## src/rtl/alu_pkg.sv

```systemverilog
// ----------------------------------------------------------------------------
// alu_pkg
// Shared definitions for the sequential ALU.
//   cmd_t    : 4-bit command (opcode) type, independent of the datapath width
//   OP_*     : opcode constants; 12..15 are reserved and produce a zero result
//   state_t  : control FSM state (IDLE accepts requests, MUL runs the multiplier)
// ----------------------------------------------------------------------------
package alu_pkg;

  typedef logic [3:0] cmd_t;

  localparam cmd_t OP_ADD  = 4'd0;
  localparam cmd_t OP_SUB  = 4'd1;
  localparam cmd_t OP_XOR  = 4'd2;
  localparam cmd_t OP_SLT  = 4'd3;
  localparam cmd_t OP_AND  = 4'd4;
  localparam cmd_t OP_NAND = 4'd5;
  localparam cmd_t OP_NOR  = 4'd6;
  localparam cmd_t OP_OR   = 4'd7;
  localparam cmd_t OP_MUL  = 4'd8;
  localparam cmd_t OP_SLL  = 4'd9;
  localparam cmd_t OP_SRL  = 4'd10;
  localparam cmd_t OP_SRA  = 4'd11;

  typedef enum logic {
    ST_IDLE = 1'b0,
    ST_MUL  = 1'b1
  } state_t;

endpackage

```

## src/rtl/seq_alu_mul.sv

```systemverilog
// ----------------------------------------------------------------------------
// seq_alu_mul
// Unsigned shift-add multiplier, one partial-product iteration per clock.
// The start cycle itself performs iteration 0, so a WIDTH-bit multiply takes
// WIDTH clock edges from start to done (start edge included).
//
// Ports
//   clk_i      : clock, rising edge
//   rst_i      : asynchronous active-high reset, clears all working registers
//   start_i    : begin a multiply with a_i/b_i (only when not busy)
//   a_i, b_i   : unsigned operands, sampled on the start edge only
//   done_o     : high during the cycle whose rising edge completes the last
//                iteration; product_o is valid in that same cycle
//   product_o  : full 2*WIDTH-bit product (meaningful only while done_o=1)
// ----------------------------------------------------------------------------
module seq_alu_mul #(
  parameter int WIDTH = 32
) (
  input  logic               clk_i,
  input  logic               rst_i,
  input  logic               start_i,
  input  logic [WIDTH-1:0]   a_i,
  input  logic [WIDTH-1:0]   b_i,
  output logic               done_o,
  output logic [2*WIDTH-1:0] product_o
);

  localparam int CW = $clog2(WIDTH + 1);

  logic [2*WIDTH-1:0] acc_q, acc_d;
  logic [2*WIDTH-1:0] mcand_q, mcand_d;
  logic [WIDTH-1:0]   mplier_q, mplier_d;
  logic [CW-1:0]      cnt_q, cnt_d;
  logic               busy_q, busy_d;

  // Operands of the current iteration: fresh inputs on the start cycle,
  // working registers otherwise.
  logic [2*WIDTH-1:0] step_acc_in, step_mcand_in, step_acc;
  logic [WIDTH-1:0]   step_mplier_in;

  always_comb begin
    if (start_i) begin
      step_acc_in    = '0;
      step_mcand_in  = {{WIDTH{1'b0}}, a_i};
      step_mplier_in = b_i;
    end else begin
      step_acc_in    = acc_q;
      step_mcand_in  = mcand_q;
      step_mplier_in = mplier_q;
    end
    step_acc = step_acc_in + (step_mplier_in[0] ? step_mcand_in : '0);
  end

  assign done_o    = busy_q && (cnt_q == CW'(WIDTH - 1));
  assign product_o = step_acc;

  always_comb begin
    acc_d    = acc_q;
    mcand_d  = mcand_q;
    mplier_d = mplier_q;
    cnt_d    = cnt_q;
    busy_d   = busy_q;
    if (start_i || busy_q) begin
      acc_d    = step_acc;
      mcand_d  = step_mcand_in << 1;
      mplier_d = step_mplier_in >> 1;
      cnt_d    = start_i ? CW'(1) : cnt_q + CW'(1);
      busy_d   = start_i ? 1'b1 : !done_o;
    end
  end

  always_ff @(posedge clk_i or posedge rst_i) begin
    if (rst_i) begin
      acc_q    <= '0;
      mcand_q  <= '0;
      mplier_q <= '0;
      cnt_q    <= '0;
      busy_q   <= 1'b0;
    end else begin
      acc_q    <= acc_d;
      mcand_q  <= mcand_d;
      mplier_q <= mplier_d;
      cnt_q    <= cnt_d;
      busy_q   <= busy_d;
    end
  end

endmodule

```

## src/rtl/seq_alu.sv

```systemverilog
// ----------------------------------------------------------------------------
// seq_alu
// Registered ALU with a valid/ready request port and a valid/ready result
// port. Single-cycle operations register their result on the accept edge;
// MUL runs the iterative multiplier and returns WIDTH cycles after accept.
//
// Handshake: a transfer happens on a rising edge where valid and ready are
// both 1. Requests are accepted only in IDLE and only when the result
// register is empty or being drained on the same edge. result/flags hold
// while out_valid=1 and out_ready=0.
//
// Ports
//   clk, reset             : clock (rising edge), async active-high reset
//   in_valid / in_ready    : request handshake
//   command                : opcode (see alu_pkg)
//   operandA, operandB     : WIDTH-bit operands
//   out_valid / out_ready  : result handshake
//   result                 : registered WIDTH-bit result
//   carryout, zero, overflow : registered flags
//   dbg_state_o            : current control FSM state
// ----------------------------------------------------------------------------
module seq_alu
  import alu_pkg::*;
#(
  parameter int WIDTH = 32
) (
  input  logic             clk,
  input  logic             reset,
  input  logic             in_valid,
  output logic             in_ready,
  input  cmd_t             command,
  input  logic [WIDTH-1:0] operandA,
  input  logic [WIDTH-1:0] operandB,
  output logic             out_valid,
  input  logic             out_ready,
  output logic [WIDTH-1:0] result,
  output logic             carryout,
  output logic             zero,
  output logic             overflow,
  output state_t           dbg_state_o
);

  localparam int SW = $clog2(WIDTH);

  state_t state_q, state_d;

  logic             out_valid_q, out_valid_d;
  logic [WIDTH-1:0] result_q, result_d;
  logic             carry_q, carry_d;
  logic             zero_q, zero_d;
  logic             ovf_q, ovf_d;

  logic               accept, mul_start, mul_done;
  logic [2*WIDTH-1:0] mul_product;

  logic [WIDTH-1:0] alu_res;
  logic             alu_c, alu_v;
  logic [WIDTH:0]   add_ext, sub_ext;
  logic [SW-1:0]    shamt;

  assign accept    = in_valid && in_ready;
  assign mul_start = accept && (command == OP_MUL);

  // ---------------------------------------------------------------- multiplier
  seq_alu_mul #(
    .WIDTH(WIDTH)
  ) u_mul (
    .clk_i     (clk),
    .rst_i     (reset),
    .start_i   (mul_start),
    .a_i       (operandA),
    .b_i       (operandB),
    .done_o    (mul_done),
    .product_o (mul_product)
  );

  // ------------------------------------------------------ single-cycle datapath
  assign add_ext = {1'b0, operandA} + {1'b0, operandB};
  // A + ~B + 1: the carry out of the MSB is 1 exactly when no borrow occurs.
  assign sub_ext = {1'b0, operandA} + {1'b0, ~operandB} + {{WIDTH{1'b0}}, 1'b1};
  assign shamt   = operandB[SW-1:0];

  always_comb begin
    alu_res = '0;
    alu_c   = 1'b0;
    alu_v   = 1'b0;
    case (command)
      OP_ADD: begin
        alu_res = add_ext[WIDTH-1:0];
        alu_c   = add_ext[WIDTH];
        alu_v   = (operandA[WIDTH-1] == operandB[WIDTH-1]) &&
                  (add_ext[WIDTH-1] != operandA[WIDTH-1]);
      end
      OP_SUB: begin
        alu_res = sub_ext[WIDTH-1:0];
        alu_c   = sub_ext[WIDTH];
        alu_v   = (operandA[WIDTH-1] != operandB[WIDTH-1]) &&
                  (sub_ext[WIDTH-1] != operandA[WIDTH-1]);
      end
      OP_XOR:  alu_res = operandA ^ operandB;
      // Direct signed compare, so the result is right even when A-B overflows.
      OP_SLT:  alu_res = {{(WIDTH-1){1'b0}}, ($signed(operandA) < $signed(operandB))};
      OP_AND:  alu_res = operandA & operandB;
      OP_NAND: alu_res = ~(operandA & operandB);
      OP_NOR:  alu_res = ~(operandA | operandB);
      OP_OR:   alu_res = operandA | operandB;
      OP_SLL:  alu_res = operandA << shamt;
      OP_SRL:  alu_res = operandA >> shamt;
      OP_SRA:  alu_res = $unsigned($signed(operandA) >>> shamt);
      // MUL goes through the multiplier; reserved opcodes yield all zeros.
      default: begin
        alu_res = '0;
        alu_c   = 1'b0;
        alu_v   = 1'b0;
      end
    endcase
  end

  // ------------------------------------------------------------ FSM: register
  always_ff @(posedge clk or posedge reset) begin
    if (reset) state_q <= ST_IDLE;
    else       state_q <= state_d;
  end

  // ---------------------------------------------------------- FSM: next state
  always_comb begin
    state_d = state_q;
    case (state_q)
      ST_IDLE: if (mul_start) state_d = ST_MUL;
      ST_MUL:  if (mul_done)  state_d = ST_IDLE;
      default: state_d = ST_IDLE;
    endcase
  end

  // -------------------------------------------------------------- FSM: outputs
  always_comb begin
    in_ready    = (state_q == ST_IDLE) && (!out_valid_q || out_ready);
    dbg_state_o = state_q;
  end

  // ---------------------------------------------------------- result register
  always_comb begin
    out_valid_d = out_valid_q;
    result_d    = result_q;
    carry_d     = carry_q;
    zero_d      = zero_q;
    ovf_d       = ovf_q;
    if (out_valid_q && out_ready) out_valid_d = 1'b0;
    if (accept && (command != OP_MUL)) begin
      result_d    = alu_res;
      carry_d     = alu_c;
      ovf_d       = alu_v;
      zero_d      = (alu_res == '0);
      out_valid_d = 1'b1;
    end else if ((state_q == ST_MUL) && mul_done) begin
      result_d    = mul_product[WIDTH-1:0];
      carry_d     = |mul_product[2*WIDTH-1:WIDTH];
      ovf_d       = 1'b0;
      zero_d      = (mul_product[WIDTH-1:0] == '0);
      out_valid_d = 1'b1;
    end
  end

  always_ff @(posedge clk or posedge reset) begin
    if (reset) begin
      out_valid_q <= 1'b0;
      result_q    <= '0;
      carry_q     <= 1'b0;
      zero_q      <= 1'b0;
      ovf_q       <= 1'b0;
    end else begin
      out_valid_q <= out_valid_d;
      result_q    <= result_d;
      carry_q     <= carry_d;
      zero_q      <= zero_d;
      ovf_q       <= ovf_d;
    end
  end

  assign out_valid = out_valid_q;
  assign result    = result_q;
  assign carryout  = carry_q;
  assign zero      = zero_q;
  assign overflow  = ovf_q;

endmodule

```

## config.mk

```make
export PLATFORM = sky130hd
export DESIGN_NAME = seq_alu
export DESIGN_NICKNAME = d
export VERILOG_FILES = /design/src/rtl/alu_pkg.sv /design/src/rtl/seq_alu_mul.sv /design/src/rtl/seq_alu.sv
export SDC_FILE = /design/constraint.sdc
export NUM_CORES = 1
export LEC_CHECK = 0
export ABC_AREA = 0
export CAP_MARGIN = 20
export CORE_ASPECT_RATIO = 1.4
export CORE_MARGIN = 8
export CORE_UTILIZATION = 51
export DETAILED_ROUTE_END_ITERATION = 16
export MAX_ROUTING_LAYER = met4
export PLACE_DENSITY_LB_ADDON = 0.25
export SYNTH_ARGS = -nofsm -noshare
export SYNTH_HDL_FRONTEND = slang
export SYNTH_SLANG_ARGS = --single-unit
```

## constraint.sdc

```tcl
create_clock -name clk -period 7.8 [get_ports clk]
set_input_delay 1.56 -clock clk [delete_from_list [all_inputs] [get_ports clk]]
set_output_delay 1.56 -clock clk [all_outputs]
set_load 0.01 [all_outputs]
```

== Yosys cells after proc, flatten, opt, wreduce, memory -nomap -nowiden ==
Index checks and enable logic that the tools add are counted.

* Bits in registers: 202
* Input bits: 72
* Output and inout bits: 38

* Add/sub/neg operators: 5
* Order comparisons: 1
* Equal/unequal tests: 17
* Shift-type cells: 3
* Mux-type cells: 23
* Bitwise gates (word level): 7
* Reductions and logical operators: 19

{| class="wikitable"
|+ Operators by type and width
! kind !! number
|-
| $pmux 32 s11 || 1
|-
| $mux 64 || 3
|-
| $mux 32 || 3
|-
| $not 32->32 || 3
|-
| $add 32x32->33 || 2
|-
| $add 64x64->64 || 1
|-
| $logic_not 32->1 || 2
|-
| $add 33x1->33 const B || 1
|-
| $and 32x32->32 || 1
|-
| $lt 32x32->1 || 1
|-
| $or 32x32->32 || 1
|-
| $reduce_or 32->1 || 1
|-
| $shl 32x5->32 || 1
|-
| $shr 32x5->32 || 1
|-
| $sshr 32x5->32 || 1
|-
| $xor 32x32->32 || 1
|-
| $eq 4x3->1 const B || 4
|-
| $eq 4x4->1 const B || 4
|-
| $mux 1 || 12
|-
| $logic_and 1x1->1 || 9
|-
| $eq 4x2->1 const B || 2
|-
| $add 6x1->6 const B || 1
|-
| $eq 6x5->1 const B || 1
|-
| $mux 6 || 1
|-
| other kinds (11) || 17
|}

== Logic depth before layout (Yosys ltp) ==
* Word-level depth: 11
* Depth in mapped cells: 24
* Gate-level depth less buffers: 18

== Cells and area by module ==
Synthesis repeated with hierarchy kept, for this count alone.

* Cells, all modules: 3014
* Area total of the unflattened synthesis: 23621.4 µm²

{| class="wikitable"
|+ Modules (own cells, without submodules)
! module !! instances !! cells each !! area each (µm²) !! sequential area each (µm²)
|-
| seq_alu || 1 || 1650 || 11970.2 || 925.9
|-
| seq_alu_mul || 1 || 1364 || 11651.2 || 4129.0
|}

== Least setup slack after synthesis ==
No wires, ideal clock.

* Path type: input to register
* From: in command[1]
* To: reg carry_q (netlist: carryout)
* Setup time: 129 ps
* Arrival time: 6260 ps
* Data required time: 7671 ps
* Slack: 1411 ps
* Stages on the path: 23
* Cells stage by stage: buf_2 -> buf_2 -> nor2_1 -> nand2_1 -> nor2_1 -> clkbuf_1 -> mux2i_1 -> clkbuf_1 -> a21oi_1 -> ha_1 -> clkbuf_1 -> and4_1 -> nand4_1 -> or3_1 -> o211ai_1 -> o21ai_1 -> o31ai_1 -> a21boi_0 -> xnor2_1 -> nor4_1 -> nand4_1 -> nor4_1 -> a21oi_1

* Word-level cells in the longest chain between the ends: 8
* Elaborated cells on any way between the ends: 16

{| class="wikitable"
|+ RTL lines
! what !! RTL line !! RTL
|-
| start, declared || seq_alu.sv:31 || <nowiki>input cmd_t command,</nowiki>
|-
| $eq 4x4->1 || seq_alu.sv:62 || <nowiki>assign mul_start = accept && (command == OP_MUL);</nowiki>
|-
| $logic_and 1x1->1 || seq_alu.sv:62 ||
|-
| $mux 64 or $mux 32 (tied branches) || seq_alu_mul.sv:42 || <nowiki>if (start_i) begin</nowiki>
|-
| $mux 64 || seq_alu_mul.sv:51 || <nowiki>step_acc = step_acc_in + (step_mplier_in[0] ? step_mcand_in : '0);</nowiki>
|-
| $add 64x64->64 || seq_alu_mul.sv:51 ||
|-
| $reduce_or 32->1 || seq_alu.sv:157 || <nowiki>carry_d = |mul_product[2*WIDTH-1:WIDTH];</nowiki>
|-
| $mux 1 || seq_alu.sv:155 || <nowiki>end else if ((state_q == ST_MUL) && mul_done) begin</nowiki>
|-
| $mux 1 || seq_alu.sv:149 || <nowiki>if (accept && (command != OP_MUL)) begin</nowiki>
|-
| end signal, assigned || seq_alu.sv:174 || <nowiki>carry_q <= carry_d;</nowiki>
|-
| end, declared || seq_alu.sv:49 || <nowiki>logic carry_q, carry_d;</nowiki>
|}

Several ways; a longest one is shown, not always the timed one. The select of a mux whose other input is x is not followed.
A chain may end at the register's enable or synchronous reset.

== Final worst setup path ==
* From: in command[3]
* To: reg zero_q (netlist: zero)

* Word-level cells in the longest chain between the ends: 8
* Elaborated cells on any way between the ends: 26

{| class="wikitable"
|+ RTL lines
! what !! RTL line !! RTL
|-
| $eq 4x4->1 || seq_alu.sv:62 ||
|-
| $logic_and 1x1->1 || seq_alu.sv:62 ||
|-
| $mux 64 or $mux 32 (tied branches) || seq_alu_mul.sv:42 ||
|-
| $mux 64 || seq_alu_mul.sv:51 ||
|-
| $add 64x64->64 || seq_alu_mul.sv:51 ||
|-
| $logic_not 32->1 || seq_alu.sv:159 || <nowiki>zero_d = (mul_product[WIDTH-1:0] == '0);</nowiki>
|-
| $mux 1 || seq_alu.sv:155 ||
|-
| $mux 1 || seq_alu.sv:149 ||
|-
| end signal, assigned || seq_alu.sv:175 || <nowiki>zero_q <= zero_d;</nowiki>
|-
| end, declared || seq_alu.sv:50 || <nowiki>logic zero_q, zero_d;</nowiki>
|}

Several ways; a longest one is shown, not always the timed one. The select of a mux whose other input is x is not followed.

==> metrics.cfg <==
[status]
status=completed

[floorplan]
start_util=0.512
core_um2=46600
die_x_um=199
io_pins=110
die_area_um2=54000
row_count=94
die_h_um=272

[sta]
setup_viol=0
period_share=0.917
slew_headroom=0.159
fin_crit_ns=7.15
grt_setup_unrepaired=false
worstMarginPinSlew_ns=1.25
hold_viol=0
skew_ns=0.0228
fmax_mhz=140
setup_tns_ns=0
slew_violations=0

[cts]
path_clk_slew_ns=0.06
ctsResizeCount=0
htreeDepth=1
post_cts_buffers=0
cts_hold_buf=0
clock-sinks=202
clk_path_buf_depth=3
clockRootBuffer=clkbuf_16
worstSkewPairLatency_ns=0.55
cts_tree=built
cts_inserted_buffers=24

[detailed_routing]
drt_wl_total_um=113000
wire_per_inst_um=30.2
drt_pass1_iterations=10
dr_total_vias=26200
vias_per_cell=7.00
final_antenna_net_count=0
drc=0
drtIter0Drc=3019

[power]
leakagePower_nw=11.2
switching_share=0.453
pwr-share-seq=0.280
p_comb_frac=0.517
p_sw_mw=2.65
vdd_drop_max_uv=293
cellPowerDensity_nw_per_um2=222
pwr-share-clk=0.203
finalPower_mw=5.85
p_int_mw=3.20

[placement]
place_congestion=1.12
numPortBuffers=109
dp_hpwl_um=85800

[synth]
syn-mean-instance-area_um2=7.71
ys_seq_elements=202
syn_area_um2=23800
synth_nets=3330
postSynthCellCount=3094
synthArstFlopShare=1.00
synth_seq_area_share=0.212
synth_cell_types=93
synth_flop_cell=dfrtp_1
synth-edff-count=0
synth_warnings=0

[worst_setup_path]
r2r_slack_ns=1.82
worstSetupPathType=in2reg
required_ns=8.26
r2r_start=dbg_state_o
crit_path_max_fanout=38
slowest_stage=or4b_2
critPathBufInv=2
ff2ff_path_depth=19
path_cells=clkdlybuf4s50_1, nor2b_1, nand2_1, or2_4, and2_1, ha_1, fa_1, a21oi_1, o2111ai_1, a21o_1, a21o_1, nor2b_1, nand2b_1, xnor2_1, nand4_1, nor4b_1, buf_4, nand4_1, or4b_2, o211ai_2
cp_top_family=simple AND/OR/NAND/NOR gates
cp.arrival_ns=7.61
timing.rr.end=zero
crit_path_end_kind=register
crit_path_max_incr_delay_ns=0.68
start_kind=input pin

[cells_and_area]
drive_gt1_frac=0.0846
seqCellArea_um2=5060
nFillCells=4346
multiInputGateArea_um2=17400
fin_nets=3329
area_growth_pct=10.4

[global_route]
grt_pass1_wl_um=165000
grt_pass1_vias=25300
antenna_found_initial=7
grt_usage=0.418
grt_max_degree=125
overflow=0

[hold_path]
hp-class=reg2reg
holdPathEnd=u_mul.acc_q[61]
holdCritStartpoint=u_mul.acc_q[61]
hold_path_depth=2

[flow_run]
cap_violations=0

==> cells by family (layout without fill, tap and decap cells) <==
group	Yosys count	in the layout	share of synthesized area
muxes	256	256	0.131
other	0	6	0
DFF	202	202	0.212
xor gates and xnor gates	91	91	0.0334
and+or+nand+nor	1100	1100	0.221
AOI/OAI and AO/OA	912	912	0.252
adders and majority gates	164	164	0.0870
buffers and inverters	369	385	0.0631
==> worst max path at each step <==
stage | startpoint | end | slack [ns] | cells after the start
floorplan | reset | carryout | 0.73 | 1
CTS | command[3] | zero | 0.87 | 20
global placement | command[3] | zero | 0.42 | 20
detailed placement | command[3] | zero | 0.34 | 20
finish | command[3] | zero | 0.65 | 20
global route | command[3] | zero | 0.45 | 20
==> synth_stat cells, types with 26 or more instances <==
cell type / count / area (um2)
nand3_1: 70 / 350
a21o_1: 45 / 338
a21oi_1: 223 / 1120
nor3_1: 57 / 285
nor2_1: 251 / 942
dfrtp_1: 202 / 5050
xor2_1: 26 / 228
a211oi_1: 35 / 263
inv_1: 131 / 492
mux2i_1: 183 / 1830
nand2b_1: 27 / 169
mux2_2: 31 / 349
clkbuf_1: 168 / 631
a221o_1: 27 / 270
nand2_1: 388 / 1460
o211ai_1: 35 / 263
mux4_2: 37 / 833
ha_1: 161 / 2010
nand4_1: 45 / 282
nor2b_1: 26 / 163
xnor2_1: 65 / 569
and2_1: 79 / 494
buf_2: 39 / 195
o21ai_0: 237 / 1190
a31oi_1: 27 / 169
and3_1: 47 / 294
==> layout by cell type, fill, tap and decap left out, types with 18 or more instances in the layout <==
master and n:
a21o_1 45, o221ai_1 21, xnor2_1 65, nor4_1 19, a221o_1 27, clkbuf_16 25, o31ai_1 18, a21oi_1 222
nor2_1 248, dfrtp_1 201, nand2b_1 26, and2_1 79, a221oi_1 24, nand2_1 388, inv_1 130, mux4_2 37
o21ai_0 237, o21bai_1 25, nor2b_1 26, clkdlybuf4s50_1 102, ha_1 161, nor3_1 56, and3_1 47, mux2_2 31
o211ai_1 35, nand4_1 45, nand3_1 70, buf_4 98, mux2i_1 182, xor2_1 26, a211oi_1 35, a31oi_1 27
==> sequential cells by signal (all words and copies together), names as in the netlist <==
signal	flops
out_valid	1
u_mul.mplier_q	31
result	32
overflow	1
zero	1
carryout	1
u_mul.mcand_q	63
u_mul.busy_q	1
dbg_state_o	1
u_mul.acc_q	64
u_mul.cnt_q	6
==> through the flow <==
step | setup WS (ns) | area (um2) | cells | hold WS [ns] | util
after floorplan | 0.729 | 23800 | 3094 | 0.430 | -
after global placement | 0.419 | 25500 | 3688 | 0.443 | 0.548
after detailed placement | 0.339 | 25500 | 3689 | 0.448 | 0.548
after CTS | 0.866 | 26300 | 3732 | 0.462 | 0.565
after global routing | 0.449 | 26300 | 3739 | 0.471 | 0.565
final | 0.651 | 26300 | 3740 | 0.460 | 0.566
==> worst reg2reg max path, delay by kind of cell (launching register included) <==
family,cells,cell delay [ns]
xor gates and xnor gates,1,0.60
adders and majority gates,2,0.60
DFF,1,0.40
buffers and inverters,2,0.37
AOI/OAI and AO/OA,5,1.25
and+or+nand+nor,9,2.68
==> metal layers <==
metal | global-route usage | vias up | routed length, um
li1 | - | 11400 | -
met2 | 0.669 | 1705 | 52500
met5 | - | - | 0
met3 | 0.0933 | 558 | 10100
met4 | 0.334 | 0 | 11500
met1 | 0.439 | 12500 | 38900
==> power by group through the flow <==
stage	registers, mW	clock network, mW	logic, mW
2_1_floorplan	1.56	0	1.92
3_3_place_gp	1.62	0	2.88
3_5_place_dp	1.63	0	2.92
4_1_cts	1.62	1.20	2.94
5_1_grt	1.66	1.24	3.23
6_report	1.64	1.19	3.02
==> final cells by class <==
type / count / share of cell area
well taps: 624 / 0.0296
inverters: 133 / 0.0192
diodes: 6 / 0.000570
clock buffers: 34 / 0.0266
repair buffers: 209 / 0.0690
flip-flops and latches: 202 / 0.192
clock inverters: 9 / 0.00394
multi-input cells: 2523 / 0.659
Note: power is estimated with default switching activity, not from simulation.
